File: config.mk
export PLATFORM = sky130hd
export DESIGN_NAME = bsg_tag_tx_serializer
export DESIGN_NICKNAME = d
export VERILOG_FILES = /design/src/rtl/bsg_tag_pkg.sv /design/src/rtl/bsg_tag_tx_serializer.sv
export SDC_FILE = /design/constraint.sdc
export NUM_CORES = 1
export LEC_CHECK = 0
export BUFFER_PORTS_ARGS = -buffer_cell sky130_fd_sc_hd__buf_4
export CAP_MARGIN = 20
export CORE_MARGIN = 8
export CORE_UTILIZATION = 40
export DETAILED_ROUTE_END_ITERATION = 8
export MAX_ROUTING_LAYER = met4
export PLACE_DENSITY = 0.67
export SYNTH_ARGS = -nofsm -noshare
export SYNTH_HDL_FRONTEND = slang
export SYNTH_SLANG_ARGS = --single-unit
File: constraint.sdc
create_clock -name clk_i -period 2.35 [get_ports clk_i]
set_clock_uncertainty 0.1 [all_clocks]
set_input_delay 0.1175 -clock clk_i [delete_from_list [all_inputs] [get_ports clk_i]]
set_output_delay 0.1175 -clock clk_i [all_outputs]
set_load 0.02 [all_outputs]
File: src/rtl/bsg_tag_pkg.sv
// Shared types for the bsg_tag serial transmitter: FSM states, request record
// and small elaboration-time helpers.
package bsg_tag_pkg;

  function automatic int safe_clog2(input int x);
    return (x <= 1) ? 1 : $clog2(x);
  endfunction

  function automatic int max2(input int a, input int b);
    return (a > b) ? a : b;
  endfunction

  // Request field widths for the default configuration (32 clients, 4-bit length)
  localparam int els_gp       = 32;
  localparam int lg_els_gp    = safe_clog2(els_gp);
  localparam int lg_width_gp  = 4;
  localparam int payload_w_gp = (1 << lg_width_gp) - 1;

  typedef enum logic [2:0] {
    IDLE,
    RST_SEQ,
    START,
    ID,
    DNR,
    LEN,
    PAYLOAD,
    GAP
  } bsg_tag_tx_state_e;

  typedef struct packed {
    logic                    master_reset;
    logic [lg_els_gp-1:0]    node_id;
    logic                    data_not_reset;
    logic [lg_width_gp-1:0]  len;
    logic [payload_w_gp-1:0] payload;
  } bsg_tag_tx_req_s;

endpackage

File: src/rtl/bsg_tag_tx_serializer.sv
// Serializes tag requests into start/id/dnr/len/payload bit streams (LSB first),
// or a run of ones for a master reset, each followed by an idle gap.
module bsg_tag_tx_serializer
  import bsg_tag_pkg::*;
#(
  parameter int els_p        = 32,
  parameter int lg_width_p   = 4,
  parameter int reset_ones_p = 64,
  parameter int gap_p        = 4,
  localparam int lg_els_lp    = safe_clog2(els_p),
  localparam int payload_w_lp = (1 << lg_width_p) - 1
) (
  input  logic                    clk_i,
  input  logic                    reset_n_i,
  input  logic                    v_i,
  output logic                    ready_o,
  input  logic                    master_reset_i,
  input  logic [lg_els_lp-1:0]    node_id_i,
  input  logic                    data_not_reset_i,
  input  logic [lg_width_p-1:0]   len_i,
  input  logic [payload_w_lp-1:0] payload_i,
  output logic                    tag_data_o,
  output logic                    tag_en_o
);

  localparam int cnt_max_lp = max2(max2(reset_ones_p, gap_p), max2(lg_els_lp, 1 << lg_width_p));
  localparam int cnt_w_lp   = $clog2(cnt_max_lp + 1);
  localparam int sh_w_lp    = max2(lg_els_lp, payload_w_lp);

  bsg_tag_tx_state_e state_r, state_n;
  logic [cnt_w_lp-1:0]     cnt_r, cnt_n;
  logic [sh_w_lp-1:0]      sh_r, sh_n;
  logic                    data_n;
  logic                    capture;
  logic                    dnr_r;
  logic [lg_width_p-1:0]   len_r;
  logic [payload_w_lp-1:0] payload_r;

  assign ready_o = (state_r == IDLE);

  // data_n is the bit the wire carries during the state being entered
  always_comb begin
    state_n = state_r;
    cnt_n   = cnt_r;
    sh_n    = sh_r;
    data_n  = 1'b0;
    capture = 1'b0;
    case (state_r)
      IDLE: begin
        if (v_i) begin
          capture = 1'b1;
          data_n  = 1'b1;
          if (master_reset_i) begin
            state_n = RST_SEQ;
            cnt_n   = cnt_w_lp'(reset_ones_p - 1);
          end else begin
            state_n = START;
            cnt_n   = '0;
            sh_n    = sh_w_lp'(node_id_i);
          end
        end
      end
      RST_SEQ: begin
        if (cnt_r == '0) begin
          state_n = GAP;
          cnt_n   = cnt_w_lp'(gap_p - 1);
        end else begin
          cnt_n  = cnt_r - 1'b1;
          data_n = 1'b1;
        end
      end
      START: begin
        state_n = ID;
        cnt_n   = cnt_w_lp'(lg_els_lp - 1);
        data_n  = sh_r[0];
        sh_n    = sh_r >> 1;
      end
      ID: begin
        if (cnt_r == '0) begin
          state_n = DNR;
          data_n  = dnr_r;
        end else begin
          cnt_n  = cnt_r - 1'b1;
          data_n = sh_r[0];
          sh_n   = sh_r >> 1;
        end
      end
      DNR: begin
        state_n = LEN;
        cnt_n   = cnt_w_lp'(lg_width_p - 1);
        data_n  = len_r[0];
        sh_n    = sh_w_lp'(len_r) >> 1;
      end
      LEN: begin
        if (cnt_r != '0) begin
          cnt_n  = cnt_r - 1'b1;
          data_n = sh_r[0];
          sh_n   = sh_r >> 1;
        end else if (len_r == '0) begin
          state_n = GAP;
          cnt_n   = cnt_w_lp'(gap_p - 1);
        end else begin
          state_n = PAYLOAD;
          cnt_n   = cnt_w_lp'(len_r) - 1'b1;
          data_n  = payload_r[0];
          sh_n    = sh_w_lp'(payload_r) >> 1;
        end
      end
      PAYLOAD: begin
        if (cnt_r != '0) begin
          cnt_n  = cnt_r - 1'b1;
          data_n = sh_r[0];
          sh_n   = sh_r >> 1;
        end else begin
          state_n = GAP;
          cnt_n   = cnt_w_lp'(gap_p - 1);
        end
      end
      GAP: begin
        if (cnt_r == '0) state_n = IDLE;
        else             cnt_n   = cnt_r - 1'b1;
      end
      default: state_n = IDLE;
    endcase
  end

  always_ff @(posedge clk_i or negedge reset_n_i) begin
    if (!reset_n_i) begin
      state_r    <= IDLE;
      cnt_r      <= '0;
      sh_r       <= '0;
      tag_data_o <= 1'b0;
      tag_en_o   <= 1'b0;
      dnr_r      <= 1'b0;
      len_r      <= '0;
      payload_r  <= '0;
    end else begin
      state_r    <= state_n;
      cnt_r      <= cnt_n;
      sh_r       <= sh_n;
      tag_data_o <= data_n;
      tag_en_o   <= (state_n != IDLE);
      if (capture) begin
        dnr_r     <= data_not_reset_i;
        len_r     <= len_i;
        payload_r <= payload_i;
      end
    end
  end

endmodule

Word level (Yosys, flattened, before mapping)
Index checks and enable logic that the tools add are counted.
Widths: inputs -> output; s select.
{ "totals": {"output_inout_bits": 3, "word_cells": 64, "inputBits": 29, "regBits": 47} }
{ "op_classes": {"n_eq_ne": 13, "add_sub_neg": 2, "n_reduce_logical": 9, "muxes": 32} }
{ "ops": {"columns": ["op", "count"], "rows": [
  ["$mux 15", 6],
  ["$pmux 15 s6", 1],
  ["$pmux 7 s7", 1],
  ["$mux 7", 6],
  ["$pmux 3 s8", 1],
  ["$mux 3", 6],
  ["$eq 3x3->1 const B", 4],
  ["$ne 2x2->1 const B", 5],
  ["$mux 1", 8],
  ["$logic_not 7->1", 1],
  ["$pmux 1 s7", 1],
  ["$reduce_bool 7->1", 1],
  ["$sub 7x1->7 const B", 1],
  ["$eq 3x2->1 const B", 2],
  ["$mux 6", 1],
  ["$reduce_and 6->1", 1],
  ["$reduce_bool 6->1", 1],
  ["$sub 4x1->5 const B", 1],
  ["$logic_not 4->1", 1],
  ["$eq 3x1->1 const B", 1],
  ["$logic_not 3->1", 1],
  ["$ne 3x3->1 const B", 1],
  ["$reduce_bool 3->1", 1],
  ["$mux 2", 1],
  ["2 further kinds", 2]
]} }

Longest topological paths before layout
Gate-level depths: netlist (run 1).
{ "logic_depth": {"word_depth": 5, "ltp_mapped": 8, "depth_no_buf": 7} }

Least setup slack after synthesis (run 1)
No wires, ideal clock.
{ "synth_path": {"path_type": "reg2reg", "start": "register state_r[1]", "end": "register dnr_r", "setup_ns": 0.125, "stages_incl_launch_ff": 7, "setup_slack_ns": 0.001, "path_buffers": 3, "period_less_slack_ns": 2.349, "required_ns": 2.125, "t_arrival_ns": 2.124, "cell_sequence": "dfrtp_1 -> clkbuf_1 -> nor3_1 -> and2_1 -> clkbuf_1 -> buf_1 -> mux2_2"} }
{ "synth_via": {"elab_chain_cells": 2} }
{ "synth_lines": {"columns": ["element", "line", "source"], "rows": [
  ["start: declaration", "bsg_tag_tx_serializer.sv:30", "bsg_tag_tx_state_e state_r, state_n;"],
  ["start signal: assignment", "bsg_tag_tx_serializer.sv:138", "state_r <= state_n;"],
  ["$logic_not 3->1", null, null],
  ["named net ready_o", "bsg_tag_tx_serializer.sv:16", "output logic ready_o,"],
  ["$mux 1", "bsg_tag_tx_serializer.sv:48", "case (state_r)"],
  ["end signal: assignment", "bsg_tag_tx_serializer.sv:144", "dnr_r <= data_not_reset_i;"],
  ["end: declaration", "bsg_tag_tx_serializer.sv:35", "logic dnr_r;"]
]} }
The timed path passes the listed nets, and every way through them passes these cells.
A chain may end at the register's enable or synchronous reset.

Final worst setup path (run 1)
{ "layout_path": {"start": "register cnt_r[1]", "end": "register sh_r[4]"} }
{ "layout_via": {"elab_chain_cells": 3, "elab_cells_between_ends": 8, "classes_between": "eq/ne (3); mux (2); reduce/logical (3)"} }
{ "layout_lines": {"columns": ["element", "line", "source"], "rows": [
  ["start: declaration", "bsg_tag_tx_serializer.sv:31", "logic [cnt_w_lp-1:0] cnt_r, cnt_n;"],
  ["start signal: assignment", "bsg_tag_tx_serializer.sv:139", "cnt_r <= cnt_n;"],
  ["$reduce_bool 7->1 or $logic_not 7->1 (tied branches)", "bsg_tag_tx_serializer.sv:95, bsg_tag_tx_serializer.sv:110, bsg_tag_tx_serializer.sv:79", null],
  ["$ne 3x3->1 (no line), or another cell as far along", null, null],
  ["$reduce_and 6->1 (no line) or $pmux 15 s6 (tied branches)", null, null],
  ["end signal: assignment", "bsg_tag_tx_serializer.sv:140", "sh_r <= sh_n;"],
  ["end: declaration", "bsg_tag_tx_serializer.sv:32", "logic [sh_w_lp-1:0] sh_r, sh_n;"]
]} }
Several ways; a longest one is shown, not always the timed one.

==> results.py, run 1 <==
metrics = {
    "clock_tree": {
        "htreeDepth": 2,
        "cts_tree": "built",
        "clock_latency_ps": 310,
        "clock_sinks": 46,
        "cts_buffers": 5,
        "max-clock-path-buffers": 2,
        "cts-root-buf": "clkbuf_8",
        "clkTransAtPathRegs_ps": 90,
    },
    "synthesis": {
        "yosysWarnings": 0,
        "synth_flop_cell": "dfrtp_1",
        "ys_seq_elements": 46,
        "synth-edff-count": 0,
        "syn-cell-area_sq_mm": 0.002681,
        "synth_fa_ha_area_frac": 0.01400,
        "synth_compound_area_frac": 0.1843,
        "async_flop_share": 1.000,
        "yosys.area.top_type": "dfrtp_1",
        "synth_top_family_by_area": "compound AO/OA/AOI/OAI gates",
        "synth_xor_area_frac": 0.006533,
        "synth_area_leaders": "dfrtp_1, mux2_2, mux2_4, nand2_1, a21oi_1",
        "avgSynthCellArea_sq_um": 10.51,
        "syn_nets": 287,
        "netlist_instances": 255,
        "synth_seq_area_share": 0.4293,
        "synthSimpleGateAreaFrac": 0.1316,
        "synth_top_area_frac": 0.4293,
        "synthMuxAreaShare": 0.1783,
        "synth_cell_type_count": 54,
    },
    "timing": {
        "hold_violations": 0,
        "slew_headroom": 0.6046,
        "fin_crit_ps": 2305,
        "timing.fmax_mhz": 433.9,
        "fin_crit_sh": 0.9807,
        "finalSetupViolCount": 0,
        "slew_viol_final": 0,
        "whs_ps": 113.0,
        "tightest_slew_ps": 593.2,
        "fin_setup_tns_ps": 0,
    },
    "global_route": {
        "first_global_vias": 2303,
        "gr-usage-met1": 0.1609,
        "grt_pass1_wl_microns": 10920,
        "antenna_found_initial": 0,
        "use_met2": 0.2403,
        "use_met3": 0.02916,
        "grt-busiest-layer": "met2",
        "gr-total-overflow": 0,
        "track_usage": 0.1415,
        "grt_max_degree": 47,
    },
    "drt": {
        "route.detailed.drc": 0,
        "drtPass1Iterations": 5,
        "viasPerCell": 5.669,
        "drt_wl_total_microns": 6617,
        "vias": 2279,
        "drt_iter0_drc": 113,
        "ant_nets": 0,
        "wire_per_inst_microns": 16.46,
    },
    "pwr": {
        "p_total_w": 0.001613,
        "leakage_nw": 1.540,
        "peakVddDrop_mv": 0.2974,
        "power_density_mw_per_mm2": 465.5,
    },
    "placed_design": {
        "hpwl_microns": 4554,
        "numPortBuffers": 31,
        "placed_area_sq_mm": 0.003073,
        "place_congestion": 0.8980,
    },
    "flow_run": {
        "cap_violations": 0,
    },
    "worst_setup_path": {
        "reg2reg_slack_ps": 50,
        "worstPathRequired_ps": 2450,
        "start_kind": "register",
        "cp_max_fo": 7,
        "startpoint": "cnt_r[1]$_DFFE_PN0P_",
        "crit_path_end_kind": "register",
        "r2r-start": "cnt_r[1]$_DFFE_PN0P_",
        "worstPathArrival_ps": 2400,
        "reg2reg_depth": 7,
        "worstSetupPathType": "register to register",
        "r2r-end": "sh_r[4]$_DFFE_PN0P_",
    },
    "floorplanning": {
        "placementRows": 30,
        "die_w_microns": 97.88,
        "dieArea_sq_mm": 0.009580,
        "die_y_microns": 97.88,
        "ios": 32,
        "coreArea_sq_mm": 0.006644,
        "initial_core_util": 0.4036,
    },
    "layout": {
        "insertedDiodeCount": 0,
        "finalInstanceArea_sq_mm": 0.003466,
        "nets": 353,
        "syn_to_final_growth_pct": 29.26,
        "post_route_cells_drive_above_1_share": 0.3665,
    },
    "worst_hold_path": {
        "hp-class": "primary input to register",
        "min_path_cells": 3,
        "hold_start": "v_i",
        "min_to": "state_r[1]$_DFF_PN0_",
    },
    "run_status": {
        "outcome": "complete, no violations",
    },
}
## final cells by class
class / count / area [sq um]
clock buffers: 5 / 68.82
well taps: 80 / 100.1
multi-input cells: 184 / 1446
repair buffers: 75 / 644.4
clock inverters: 3 / 21.27
fillers: 556 / 3178
flip-flops and latches: 46 / 1151
inverters: 9 / 33.78
## per-stage QoR
stage / setup slack [ps] / cells / util
floorplan: 1.141 / 255 / -
global placement: 47.49 / 369 / 0.4625
detailed placement: 2.861 / 369 / 0.4625
CTS: 17.67 / 398 / 0.5077
global route: -9.864 / 402 / 0.5217
finish: 45.32 / 402 / 0.5217
## Yosys cell counts, types with 3 or more instances
master,count
nand2_1,22
or3_1,3
buf_1,4
a22o_2,5
ha_1,3
nor2_1,9
o221ai_1,3
mux2i_1,5
nand3b_1,3
o21ai_0,15
o32ai_1,4
a21o_1,3
clkbuf_1,7
mux2_4,9
nand3_1,4
inv_1,9
nor3_1,8
dfrtp_1,46
mux2_2,26
a21oi_1,15
o22ai_1,7
a22o_1,3
## how the worst max path moves through the flow
stage / end / slack [ps]
3_3_place_gp: sh_r[1]$_DFFE_PN0P_ / 50
6_report: sh_r[4]$_DFFE_PN0P_ / 50
3_5_place_dp: sh_r[7]$_DFFE_PN0P_ / 3
2_1_floorplan: dnr_r$_DFFE_PN0P_ / 1
4_1_cts: sh_r[4]$_DFFE_PN0P_ / 20
5_1_grt: sh_r[10]$_DFFE_PN0P_ / -10
## placed cells by master, fill, tap and decap left out, types with 3 or more instances in the layout
master and n:
a21o_1 3, a21oi_1 14, a22o_1 3, a22o_2 5, buf_4 51, clkbuf_8 5, dfrtp_1 46, dlygate4sd3_1 21
inv_1 7, mux2_2 26, mux2_4 9, mux2i_1 5, nand2_1 22, nand3_1 4, nand3b_1 3, nor2_1 9
nor3_1 8, o21ai_0 14, o221ai_1 3, o22ai_1 7, o32ai_1 4, or3_1 3
## critical path, stage by stage, from the launching register on
cell and delay [ps]:
dfrtp_1 390, inv_2 90, ha_4 140, or4b_4 500
nor2_4 200, nand2_2 100, o221a_4 340, mux2_4 320
## metal layers
metal / vias to the layer above / routed length, microns
li1: 1087 / -
met1: 1120 / 2917
met2: 60 / 3305
met3: 12 / 273
met4: 0 / 121
met5: - / 0
## timing repair
action / 4_1_cts / 5_1_grt
pin swaps: 2 / 4
hold endpoints to repair: 66 / 0
endpoints found under the setup margin: 10 / 14
hold buffers: 21 / 0
resized for setup: 1 / 12
cloned: 0 / 1
buffers inserted: 0 / 3
## where the power goes
group | switching (W) | internal (W) | leakage [nW]
Clock | 0.000287 | 0.000209 | 0.0441
Combinational | 0.000113 | 0.000132 | 0.903
Sequential | 0.0000450 | 0.000827 | 0.593
## registers in the layout, indices dropped and copies added (netlist names)
signal / cells
cnt_r: 7
state_r: 3
sh_r: 14
tag_data_o: 1
dnr_r: 1
len_r: 4
tag_en_o: 1
payload_r: 15
## logic make-up (layout without fill, tap and decap cells)
| kind of cell | Yosys count | after routing |
|---|---|---|
| AO/OA/AOI/OAI | 71 | 72 |
| XOR/XNOR | 2 | 2 |
| adder cells (fa/ha/maj) | 3 | 3 |
| buffers and inverters | 26 | 92 |
| flip-flops | 46 | 46 |
| multiplexers | 40 | 40 |
| AND/OR/NAND/NOR | 67 | 67 |
Note: power is estimated with default switching activity, not from simulation.
==> run 2: changes to the inputs <==
Settings changed: CTS_CLUSTER_DIAMETER set to 150, PLACE_DENSITY 0.67 to unset, PLACE_DENSITY_LB_ADDON set to 0.2.
==> results.py, run 2 (synthesis gave the netlist of run 1 again) <==
metrics = {
    "run_status": {
        "outcome": "complete, but fails checks",
        "violations": "negative setup slack",
    },
    "layout": {
        "fillers": 596,
        "syn_to_final_growth_pct": 28.74,
        "largest_reg_flops": 15,
        "insertedDiodeCount": 0,
        "reg_top3": "payload_r (15), sh_r (14), cnt_r (7)",
        "fin_util": 0.5196,
        "layout_commonest_cell": "buf_4",
        "top_register": "payload_r",
        "layout_common_cells": "buf_4, dfrtp_1, mux2_2",
        "post_route_cells_drive_above_1_share": 0.3692,
        "nets": 356,
    },
    "global_route": {
        "gr-total-overflow": 0,
        "grt_pass1_wl_microns": 10880,
        "first_global_vias": 2194,
        "antenna_found_initial": 0,
        "track_usage": 0.1420,
        "grt_max_degree": 47,
    },
    "pwr": {
        "p_total_w": 0.001599,
        "leakage_nw": 1.540,
        "peakVddDrop_mv": 0.2539,
        "power_density_mw_per_mm2": 463.1,
    },
    "clock_tree": {
        "cts_tree": "built",
        "clock_sinks": 46,
        "clkTransAtPathRegs_ps": 90,
        "cts_buffers": 5,
        "max-clock-path-buffers": 2,
        "htreeDepth": 2,
        "clock_latency_ps": 300,
        "cts-root-buf": "clkbuf_8",
    },
    "timing": {
        "rsz0062_at_grt": "yes",
        "fin_crit_ps": 2354,
        "fin_crit_sh": 1.002,
        "timing.fmax_mhz": 424.7,
        "fin_ws_ps": -4.388,
        "tightest_slew_ps": 679.9,
        "finalSetupViolCount": 5,
        "hold_violations": 0,
        "slew_headroom": 0.5467,
        "slew_viol_final": 0,
    },
    "flow_run": {
        "cap_violations": 0,
    },
    "drt": {
        "ant_nets": 0,
        "drtPass1Iterations": 4,
        "wire_per_inst_microns": 16.51,
        "drt_wl_total_microns": 6686,
        "viasPerCell": 5.526,
        "route.detailed.drc": 0,
        "vias": 2238,
        "drt_iter0_drc": 96,
    },
    "worst_setup_path": {
        "reg2reg_depth": 7,
        "crit_path_end_kind": "register",
        "r2r-start": "cnt_r[1]$_DFFE_PN0P_",
        "cp_max_fo": 7,
        "worstSetupPathType": "register to register",
        "worstPathRequired_ps": 2440,
        "start_kind": "register",
        "r2r-end": "sh_r[8]$_DFFE_PN0P_",
        "worstPathArrival_ps": 2440,
        "reg2reg_slack_ps": -4,
    },
    "floorplanning": {
        "ios": 32,
        "placementRows": 30,
        "dieArea_sq_mm": 0.009580,
        "initial_core_util": 0.4036,
        "coreArea_sq_mm": 0.006644,
        "die_y_microns": 97.88,
        "die_w_microns": 97.88,
    },
    "worst_hold_path": {
        "hp-class": "primary input to register",
        "min_path_cells": 4,
        "hold_start": "master_reset_i",
        "min_to": "cnt_r[5]$_DFFE_PN0P_",
    },
    "placed_design": {
        "hpwl_microns": 4686,
        "place_congestion": 0.8784,
        "place_ws_ps": 11.08,
        "numPortBuffers": 31,
    },
}
==> run 2: worst max-delay path: stages, from the launching register on <==
cell     delay (ps)
dfrtp_1         400
inv_2            90
ha_4            140
or4b_4          510
nor2_4          220
nand2_4         100
o221a_4         370
mux2_4          310
==> run 2: how the worst max path moves through the flow <==
stage          cells after the start                   end            startpoint  slack [ps]
4_1_cts                            8   sh_r[4]$_DFFE_PN0P_  cnt_r[0]$_DFFE_PN0P_          20
5_1_grt                            7   sh_r[8]$_DFFE_PN0P_  cnt_r[1]$_DFFE_PN0P_         -50
3_3_place_gp                       7   sh_r[6]$_DFFE_PN0P_  cnt_r[0]$_DFFE_PN0P_          40
2_1_floorplan                      6     dnr_r$_DFFE_PN0P_  state_r[1]$_DFF_PN0_           1
6_report                           7   sh_r[8]$_DFFE_PN0P_  cnt_r[1]$_DFFE_PN0P_          -4
3_5_place_dp                       8  sh_r[12]$_DFFE_PN0P_  cnt_r[0]$_DFFE_PN0P_          10
==> run 2: stage by stage <==
| stage | cell area [sq um] | hold WS [ps] | setup TNS, ps | instances |
|---|---|---|---|---|
| after floorplan | 2681 | -278.1 | 0 | 255 |
| after global placement | 3055 | 66.97 | 0 | 370 |
| after detailed placement | 3055 | 66.84 | 0 | 370 |
| after CTS | 3363 | 127.6 | 0 | 400 |
| after global routing | 3452 | 135.8 | -313.8 | 405 |
| final | 3452 | 134.2 | -17.88 | 405 |
==> run 2: where the power goes <==
group | total (W) | switching, W | internal [W]
Combinational | 0.000230 | 0.000101 | 0.000129
Sequential | 0.000877 | 0.0000504 | 0.000827
Clock | 0.000492 | 0.000282 | 0.000209
Total | 0.00160 | 0.000434 | 0.00116
==> run 2: final cells by class <==
class	instances	area, sq um	area share
clock inverters	3	21.27	0.006162
clock buffers	5	68.82	0.01993
inverters	9	33.78	0.009786
repair buffers	78	641.9	0.1859
well taps	80	100.1	0.02900
flip-flops and latches	46	1151	0.3335
multi-input cells	184	1435	0.4157
==> run 2: metal layers <==
metal / GRT usage / vias up / routed length (microns)
met3: 0.02632 / 6 / 227
met2: 0.2345 / 47 / 3347
met4: 0.03837 / 0 / 78
met1: 0.1736 / 1096 / 3034
met5: - / - / 0
li1: - / 1089 / -
==> run 2: timing repair <==
action | CTS | global route
setup endpoints to repair | 7 | 15
resized for setup | 0 | 12
cloned | 0 | 1
hold buffers | 21 | 0
pin swaps | 1 | 4
endpoints found under the hold margin | 66 | 0
buffers inserted | 1 | 4
